<file path="src/rtl/viterbi_pkg.sv">
// rtl/viterbi_pkg.sv - shared types and default constants for the Viterbi frame sequencer
package viterbi_pkg;

    typedef enum logic [2:0] {
        FILL,
        SEL,
        TBCLR,
        TRACE,
        OUT
    } frame_state_t;

    localparam int TB_DEPTH = 5;
    localparam int SYM_W    = 2;
    localparam int TB_WD    = 16;
    localparam int DEC_W    = TB_DEPTH * 2;

endpackage

</file>
<file path="src/rtl/viterbi_frame_ctrl_if.sv">
// rtl/viterbi_frame_ctrl_if.sv - symbol input and decoded-word output handshakes
interface viterbi_frame_ctrl_if #(
    parameter int SYM_W = viterbi_pkg::SYM_W,
    parameter int DEC_W = viterbi_pkg::DEC_W
);
    logic             sym_valid;
    logic             sym_ready;
    logic [SYM_W-1:0] sym;
    logic             dec_valid;
    logic             dec_ready;
    logic [DEC_W-1:0] dec_data;

    // front-end / consumer side
    modport master (
        output sym_valid, sym, dec_ready,
        input  sym_ready, dec_valid, dec_data
    );

    // frame controller side
    modport slave (
        input  sym_valid, sym, dec_ready,
        output sym_ready, dec_valid, dec_data
    );
endinterface

</file>
<file path="src/rtl/viterbi_frame_ctrl_tb_watchdog.sv">
// rtl/viterbi_frame_ctrl_tb_watchdog.sv - saturating traceback watchdog counter
module tb_watchdog #(
    parameter int CNT_W = 5,
    parameter int TERM  = 16
) (
    input  logic             clk,
    input  logic             rst,
    input  logic             clr,
    input  logic             load,
    input  logic [CNT_W-1:0] load_val,
    input  logic             en,
    output logic             term
);
    logic [CNT_W-1:0] cnt;

    assign term = (cnt == CNT_W'(TERM));

    // count enabled cycles, holding at the terminal value so it never wraps
    always_ff @(posedge clk) begin
        if (rst || clr) begin
            cnt <= '0;
        end else if (load) begin
            cnt <= load_val;
        end else if (en && !term) begin
            cnt <= cnt + CNT_W'(1);
        end
    end
endmodule

</file>
<file path="src/rtl/viterbi_frame_ctrl.sv">
// rtl/viterbi_frame_ctrl.sv - frame sequencer driving ACS, node-select and traceback enables
module viterbi_frame_ctrl #(
    parameter int TB_DEPTH = viterbi_pkg::TB_DEPTH,
    parameter int SYM_W    = viterbi_pkg::SYM_W,
    parameter int TB_WD    = viterbi_pkg::TB_WD
) (
    input  logic                    clk,
    input  logic                    rst,
    viterbi_frame_ctrl_if.slave     bus,
    output logic                    o_en_acs,
    output logic [SYM_W-1:0]        o_acs_sym,
    output logic                    o_en_sel,
    output logic                    o_tb_rst_n,
    output logic                    o_en_t,
    input  logic                    i_tb_done,
    input  logic [2*TB_DEPTH-1:0]   i_tb_data,
    output logic                    o_busy,
    output logic                    o_err
);
    import viterbi_pkg::*;

    localparam int SC_W   = $clog2(TB_DEPTH + 1);
    localparam int WD_W   = $clog2(TB_WD + 1);
    localparam int WORD_W = 2 * TB_DEPTH;

    frame_state_t      state, next_state;
    logic [SC_W-1:0]   sym_cnt, sym_cnt_d;
    logic              accept, last_sym, handshake, wd_term;

    logic              sym_ready_q, en_acs_q, en_sel_q, tb_rst_n_q, en_t_q;
    logic              dec_valid_q, busy_q, err_q;
    logic [SYM_W-1:0]  acs_sym_q;
    logic [WORD_W-1:0] dec_data_q;

    logic              sym_ready_d, en_acs_d, en_sel_d, tb_rst_n_d, en_t_d;
    logic              dec_valid_d, busy_d, err_d, capture;

    assign accept    = bus.sym_valid && sym_ready_q && (state == FILL);
    assign last_sym  = (sym_cnt == SC_W'(TB_DEPTH - 1));
    assign handshake = dec_valid_q && bus.dec_ready && (state == OUT);

    // watchdog restarts when the traceback unit is cleared and idles at zero in FILL
    tb_watchdog #(
        .CNT_W (WD_W),
        .TERM  (TB_WD)
    ) u_watchdog (
        .clk      (clk),
        .rst      (rst),
        .clr      (state == FILL),
        .load     (state == TBCLR),
        .load_val ('0),
        .en       (state == TRACE),
        .term     (wd_term)
    );

    // state and symbol counter register
    always_ff @(posedge clk) begin
        if (rst) begin
            state   <= FILL;
            sym_cnt <= '0;
        end else begin
            state   <= next_state;
            sym_cnt <= sym_cnt_d;
        end
    end

    // next-state and symbol count; done takes priority over the watchdog expiring
    always_comb begin
        next_state = state;
        sym_cnt_d  = sym_cnt;
        case (state)
            FILL: begin
                if (accept) begin
                    sym_cnt_d = sym_cnt + SC_W'(1);
                    if (last_sym) begin
                        next_state = SEL;
                    end
                end
            end
            SEL:   next_state = TBCLR;
            TBCLR: next_state = TRACE;
            TRACE: begin
                if (i_tb_done) begin
                    next_state = OUT;
                end else if (wd_term) begin
                    next_state = FILL;
                end
            end
            OUT: begin
                if (handshake) begin
                    next_state = FILL;
                end
            end
            default: next_state = FILL;
        endcase
        if (state != FILL && next_state == FILL) begin
            sym_cnt_d = '0;
        end
    end

    // next values of the registered outputs, derived from the transition being taken
    always_comb begin
        sym_ready_d = (next_state == FILL);
        en_acs_d    = accept;
        en_sel_d    = (state == SEL);
        tb_rst_n_d  = (state != TBCLR);
        en_t_d      = (state == TRACE) && (next_state == TRACE);
        dec_valid_d = (next_state == OUT);
        capture     = (state == TRACE) && i_tb_done;
        busy_d      = !((next_state == FILL) && (sym_cnt_d == '0));
        err_d       = err_q || ((state == TRACE) && !i_tb_done && wd_term);
    end

    // output registers; reset drops every strobe and any pending word
    always_ff @(posedge clk) begin
        if (rst) begin
            sym_ready_q <= 1'b0;
            en_acs_q    <= 1'b0;
            acs_sym_q   <= '0;
            en_sel_q    <= 1'b0;
            tb_rst_n_q  <= 1'b0;
            en_t_q      <= 1'b0;
            dec_valid_q <= 1'b0;
            dec_data_q  <= '0;
            busy_q      <= 1'b0;
            err_q       <= 1'b0;
        end else begin
            sym_ready_q <= sym_ready_d;
            en_acs_q    <= en_acs_d;
            en_sel_q    <= en_sel_d;
            tb_rst_n_q  <= tb_rst_n_d;
            en_t_q      <= en_t_d;
            dec_valid_q <= dec_valid_d;
            busy_q      <= busy_d;
            err_q       <= err_d;
            if (accept) begin
                acs_sym_q <= bus.sym;
            end
            if (capture) begin
                dec_data_q <= i_tb_data;
            end
        end
    end

    assign bus.sym_ready = sym_ready_q;
    assign bus.dec_valid = dec_valid_q;
    assign bus.dec_data  = dec_data_q;
    assign o_en_acs      = en_acs_q;
    assign o_acs_sym     = acs_sym_q;
    assign o_en_sel      = en_sel_q;
    assign o_tb_rst_n    = tb_rst_n_q;
    assign o_en_t        = en_t_q;
    assign o_busy        = busy_q;
    assign o_err         = err_q;
endmodule

</file>
<file path="src/flat_wrapper.sv">
// flat-port wrapper written by rule: the top's interface ports become plain ports
module viterbi_frame_ctrl_flat import viterbi_pkg::*;
#(
    parameter int TB_DEPTH = viterbi_pkg::TB_DEPTH,
    parameter int SYM_W    = viterbi_pkg::SYM_W,
    parameter int TB_WD    = viterbi_pkg::TB_WD
)
  (clk, rst, o_en_acs, o_acs_sym, o_en_sel, o_tb_rst_n, o_en_t, i_tb_done, i_tb_data, o_busy, o_err, bus_sym_valid, bus_sym, bus_dec_ready, bus_sym_ready, bus_dec_valid, bus_dec_data);
  viterbi_frame_ctrl_if #(.SYM_W(SYM_W)) bus_i ();
  input  logic clk;
  input  logic rst;
  output logic o_en_acs;
  output logic [SYM_W-1:0] o_acs_sym;
  output logic o_en_sel;
  output logic o_tb_rst_n;
  output logic o_en_t;
  input  logic i_tb_done;
  input  logic [2*TB_DEPTH-1:0] i_tb_data;
  output logic o_busy;
  output logic o_err;
  input wire logic [$bits(bus_i.sym_valid)-1:0] bus_sym_valid;
  input wire logic [$bits(bus_i.sym)-1:0] bus_sym;
  input wire logic [$bits(bus_i.dec_ready)-1:0] bus_dec_ready;
  output wire logic [$bits(bus_i.sym_ready)-1:0] bus_sym_ready;
  output wire logic [$bits(bus_i.dec_valid)-1:0] bus_dec_valid;
  output wire logic [$bits(bus_i.dec_data)-1:0] bus_dec_data;
  assign bus_i.sym_valid = bus_sym_valid;
  assign bus_i.sym = bus_sym;
  assign bus_i.dec_ready = bus_dec_ready;
  assign bus_sym_ready = bus_i.sym_ready;
  assign bus_dec_valid = bus_i.dec_valid;
  assign bus_dec_data = bus_i.dec_data;
  viterbi_frame_ctrl #(.TB_DEPTH(TB_DEPTH), .SYM_W(SYM_W), .TB_WD(TB_WD)) u_core (.clk(clk), .rst(rst), .bus(bus_i), .o_en_acs(o_en_acs), .o_acs_sym(o_acs_sym), .o_en_sel(o_en_sel), .o_tb_rst_n(o_tb_rst_n), .o_en_t(o_en_t), .i_tb_done(i_tb_done), .i_tb_data(i_tb_data), .o_busy(o_busy), .o_err(o_err));
endmodule
</file>
<file path="config.mk">
export PLATFORM = sky130hd
export DESIGN_NAME = viterbi_frame_ctrl_flat
export DESIGN_NICKNAME = d
export VERILOG_FILES = /design/src/rtl/viterbi_pkg.sv /design/src/rtl/viterbi_frame_ctrl_if.sv /design/src/rtl/viterbi_frame_ctrl_tb_watchdog.sv /design/src/rtl/viterbi_frame_ctrl.sv /design/src/flat_wrapper.sv
export SDC_FILE = /design/constraint.sdc
export NUM_CORES = 1
export LEC_CHECK = 0
export CAP_MARGIN = 20
export CORE_MARGIN = 4
export CORE_UTILIZATION = 49
export CTS_CLUSTER_DIAMETER = 80
export DETAILED_ROUTE_END_ITERATION = 7
export HOLD_SLACK_MARGIN = 0.02
export PLACE_DENSITY = 0.79
export SLEW_MARGIN = 20
export SYNTH_ARGS = -nofsm -noshare
export SYNTH_HDL_FRONTEND = slang
export SYNTH_SLANG_ARGS = --single-unit
</file>
<file path="constraint.sdc">
create_clock -name clk -period 2.65 [get_ports clk]
set_input_delay 0.265 -clock clk [delete_from_list [all_inputs] [get_ports clk]]
set_output_delay 0.265 -clock clk [all_outputs]
set_load 0.01 [all_outputs]
</file>
==> impl_table.tex <==
\begin{tabular}{lr}
\hline
Metric & Value \\
\hline
\multicolumn{2}{l}{\textbf{Run status}} \\
\quad Run status & complete, no violations \\
\multicolumn{2}{l}{\textbf{Yosys}} \\
\quad Adder-cell share of the synthesized area & 0.0389 \\
\quad Post-synthesis share of cell area spent on and, or, nand and nor gates & 0.229 \\
\quad Prevailing post-synth register cell & sky130\_fd\_sc\_hd\_\_dfxtp\_1 \\
\quad Number of synthesized flops with an enable pin & 0 \\
\quad Share of the yosys chip area belonging to registers & 0.483 \\
\quad Proportion of netlist area held by the largest area contributor & 0.483 \\
\quad Net Count, Synth & 162 \\
\quad Synthesized-area fraction occupied by ao, oa, aoi and oai cells & 0.129 \\
\quad Avg Synthesized Cell Area & 9.11 sq um \\
\quad Share of synthesized registers carrying an async set or reset & 0 \\
\quad Cells taking the most area after synthesis & sky130\_fd\_sc\_hd\_\_dfxtp\_1 (48\%), sky130\_fd\_sc\_hd\_\_nand2\_1 (6.7\%), sky130\_fd\_sc\_hd\_\_a21oi\_1 (5.1\%), sky130\_fd\_sc\_hd\_\_nor2\_1 (4.7\%), sky130\_fd\_sc\_hd\_\_ha\_1 (3.9\%) \\
\quad Synthesized-area fraction occupied by xor and xnor cells & 0.0409 \\
\quad Library cell occupying the most area in the post-synthesis netlist & sky130\_fd\_sc\_hd\_\_dfxtp\_1 \\
\quad Combinational family with the most area after synthesis & simple AND/OR/NAND/NOR gates \\
\quad Flops \& latches, synth & 31 \\
\quad Proportion of synthesized area in mux cells & 0.0312 \\
\quad Number of distinct library cell variants in the gate-level netlist after synthesis & 37 \\
\quad Post-synthesis cell count & 141 \\
\quad Yosys warning count & 0 \\
\quad Dominant cell by count in the synthesized netlist & sky130\_fd\_sc\_hd\_\_dfxtp\_1 \\
\quad Top cells by instance count after synthesis & sky130\_fd\_sc\_hd\_\_dfxtp\_1 (31), sky130\_fd\_sc\_hd\_\_nand2\_1 (23), sky130\_fd\_sc\_hd\_\_nor2\_1 (16), sky130\_fd\_sc\_hd\_\_a21oi\_1 (13), sky130\_fd\_sc\_hd\_\_inv\_1 (7) \\
\quad Synthesized cell area & 1280 sq um \\
\multicolumn{2}{l}{\textbf{Detailed routing}} \\
\quad Number of DRC markers after the initial detailed-route iteration & 23 \\
\quad Length of the first detailed-routing pass in iterations & 4 \\
\quad Average vias per placed instance & about 5.4 \\
\quad DRC & 0 \\
\quad Vias after detailed routing & 1,122 \\
\quad Detailed Route WL & 2770 microns \\
\quad Routed wire length per instance & 13.3 microns \\
\quad Antenna-violating nets left & 0 \\
\multicolumn{2}{l}{\textbf{Timing}} \\
\quad Slew @ Worst Pin & 0.498 ns \\
\quad Total Neg Setup Slack & 0 ns \\
\quad Number of max-slew violations in the final report & 0 \\
\quad Post-route clock skew & 0.0101 ns \\
\quad Tightest slew margin relative to the limit & 0.667 \\
\quad Number of endpoints failing setup at the final stage & 0 \\
\quad Final worst path period share & 0.584 \\
\quad Worst Slack Setup Final & 1.10 ns \\
\quad Unrepaired setup endpoints after global routing & false \\
\quad Maximum operating frequency & 646 MHz \\
\quad Minimum period implied by the final worst setup slack & 1.55 ns \\
\quad Endpoints failing hold & 0 \\
\multicolumn{2}{l}{\textbf{Placed design}} \\
\quad Place WS & 0.963 ns \\
\quad Port buffer count & 36 \\
\quad Final Wtd Congestion & 0.863 \\
\quad Area after detailed placement & between 1500 and 2000 sq um \\
\quad Detail Placement HPWL & 2090 microns \\
\quad Cell count after placement & 202 \\
\multicolumn{2}{l}{\textbf{Setup path}} \\
\quad Critical path capture point type & register \\
\quad Type of element launching the critical path & register \\
\quad Endpoint required time on the critical path & 2.86 ns \\
\quad Data arrival at the endpoint of the critical path & 1.76 ns \\
\quad CP max FO & 4 \\
\quad Type of the worst setup path & register to register \\
\multicolumn{2}{l}{\textbf{Floorplanning}} \\
\quad Die Ht & 59.2 microns \\
\quad Core Footprint & 2500 sq um \\
\quad Initial cell density of the core & 0.514 \\
\quad I/O Pins & 37 \\
\quad Placement row count & 18 \\
\quad Die Span X & 59.2 microns \\
\quad Die footprint & 3510 sq um \\
\multicolumn{2}{l}{\textbf{Clock tree}} \\
\quad Clock H-tree levels & 2 \\
\quad CTS clk-pin slew, worst paths & 0.09 ns \\
\quad Count of clock tree sinks & 31 \\
\quad Number of buffers added for setup after CTS & 0 \\
\quad Post-cts resize count & 0 \\
\quad CTS max path bufs & 2 \\
\quad TritonCTS Buffers & 5 \\
\quad \# hold bufs at CTS & 0 \\
\quad Insertion delay of the later-clocked pin in the worst-skew pair & approximately 0.32 ns \\
\quad Buffer cell driving the clock tree root & sky130\_fd\_sc\_hd\_\_clkbuf\_4 \\
\quad CTS tree & built \\
\multicolumn{2}{l}{\textbf{Finish}} \\
\quad Combined area of the multi-input logic cells & between 600 and 700 sq um \\
\quad Proportion of layout cells with a drive suffix above 1 & 0.0674 \\
\quad \# diodes & 0 \\
\quad \# nets final & 200 \\
\quad Final cell count without fillers & $\sim$210 \\
\quad Area overhead of the layout relative to synthesis & 31.9\% \\
\quad Sequential cell area in the final layout & between 600 and 700 sq um \\
\quad Fill cell total of the finished layout & 216 \\
\quad Layout Cell Area excl Fill & 1700 sq um \\
\multicolumn{2}{l}{\textbf{Power}} \\
\quad Lkg Pwr & 0.624 nW \\
\quad Peak VDD IR & 395 uV \\
\quad Cell area power density & 460 nW/um\^{}2 \\
\quad Power, Total & 0.780 mW \\
\multicolumn{2}{l}{\textbf{Global route}} \\
\quad Antenna violations before repair & 0 \\
\quad Overall fraction of global-route tracks in use & 0.173 \\
\quad Via count of the first global-routing pass & 1,055 \\
\quad Largest net degree at the start of global routing & 15 \\
\quad GRT Residual Overflow & 0 \\
\quad First-pass GRT wire length & 4490 microns \\
\multicolumn{2}{l}{\textbf{Run}} \\
\quad Max-cap check violation count & 0 \\
\multicolumn{2}{l}{\textbf{Hold path}} \\
\quad Type of the most critical hold path & register to register \\
\hline
\end{tabular}
==> path summary, 6_finish.rpt <==
kind | startpoint | to | slack (ns) | depth (start not counted)
worst max-delay path | u_core.u_watchdog.cnt[0] | u_core.u_watchdog.cnt[1] | 1.10 | 6
worst min-delay path | u_core.bus.dec_data[0] | u_core.bus.dec_data[0] | 0.46 | 2
worst max register to register | u_core.u_watchdog.cnt[0] | u_core.u_watchdog.cnt[1] | 1.10 | 6
worst min register to register | u_core.bus.dec_data[0] | u_core.bus.dec_data[0] | 0.46 | 2
==> flip-flops by register name, summed over array words and instances, names as in the netlist, 2 cells and up <==
signal                 cells
u_core.bus.dec_data       10
u_core.o_acs_sym           2
u_core.state               3
u_core.sym_cnt             3
u_core.u_watchdog.cnt      5
==> area by class of cell <==
type / instances / share of cell area
flip-flops and latches: 31 / 0.366
multi-input cells: 97 / 0.355
repair buffers: 37 / 0.217
clock buffers: 6 / 0.0244
well taps: 30 / 0.0221
inverters: 7 / 0.0155
==> cells by family after synthesis <==
kind of cell,after synthesis
multiplexers,4
buffers and inverters,13
adder cells (fa/ha/maj),4
AND/OR/NAND/NOR,58
flip-flops,31
XOR/XNOR,6
AO/OA/AOI/OAI,25
==> critical path, cell delays in order, from the launching register on <==
cell	delay, ns
sky130_fd_sc_hd__dfxtp_1	0.40
sky130_fd_sc_hd__inv_1	0.07
sky130_fd_sc_hd__ha_1	0.20
sky130_fd_sc_hd__and4bb_1	0.25
sky130_fd_sc_hd__nor3_2	0.23
sky130_fd_sc_hd__mux2i_1	0.23
sky130_fd_sc_hd__nor2_1	0.05
==> stage by stage <==
stage / hold WS (ns) / utilization
after floorplan: 0.353 / -
after global placement: 0.441 / 0.662
after detailed placement: 0.453 / 0.662
after CTS: 0.465 / 0.678
after global routing: 0.478 / 0.678
final: 0.463 / 0.678
==> metal layers <==
layer	up-vias	routed length, microns	share of wire	GRT usage
li1	553	-	-	-
met1	530	1180	0.43	0.198
met2	31	1350	0.49	0.282
met3	8	188	0.068	0.0850
met4	0	49	0.018	0.0518
met5	-	0	0	0
==> power by group <==
group / switching, mW / internal (mW) / total (mW)
clock: 0.141 / 0.0941 / 0.235
combinational: 0.0267 / 0.0417 / 0.0684
sequential: 0.00443 / 0.473 / 0.477
==> layout by cell type, fill, tap and decap left out, types with 4 or more instances in the layout <==
master	count
sky130_fd_sc_hd__clkdlybuf4s50_1	36
sky130_fd_sc_hd__dfxtp_1	31
sky130_fd_sc_hd__nand2_1	23
sky130_fd_sc_hd__nor2_1	16
sky130_fd_sc_hd__a21oi_1	13
sky130_fd_sc_hd__inv_1	7
sky130_fd_sc_hd__clkbuf_4	5
sky130_fd_sc_hd__mux2i_1	4
sky130_fd_sc_hd__xor2_1	4
sky130_fd_sc_hd__ha_1	4
No activity file was read; power rests on OpenSTA's default activity.
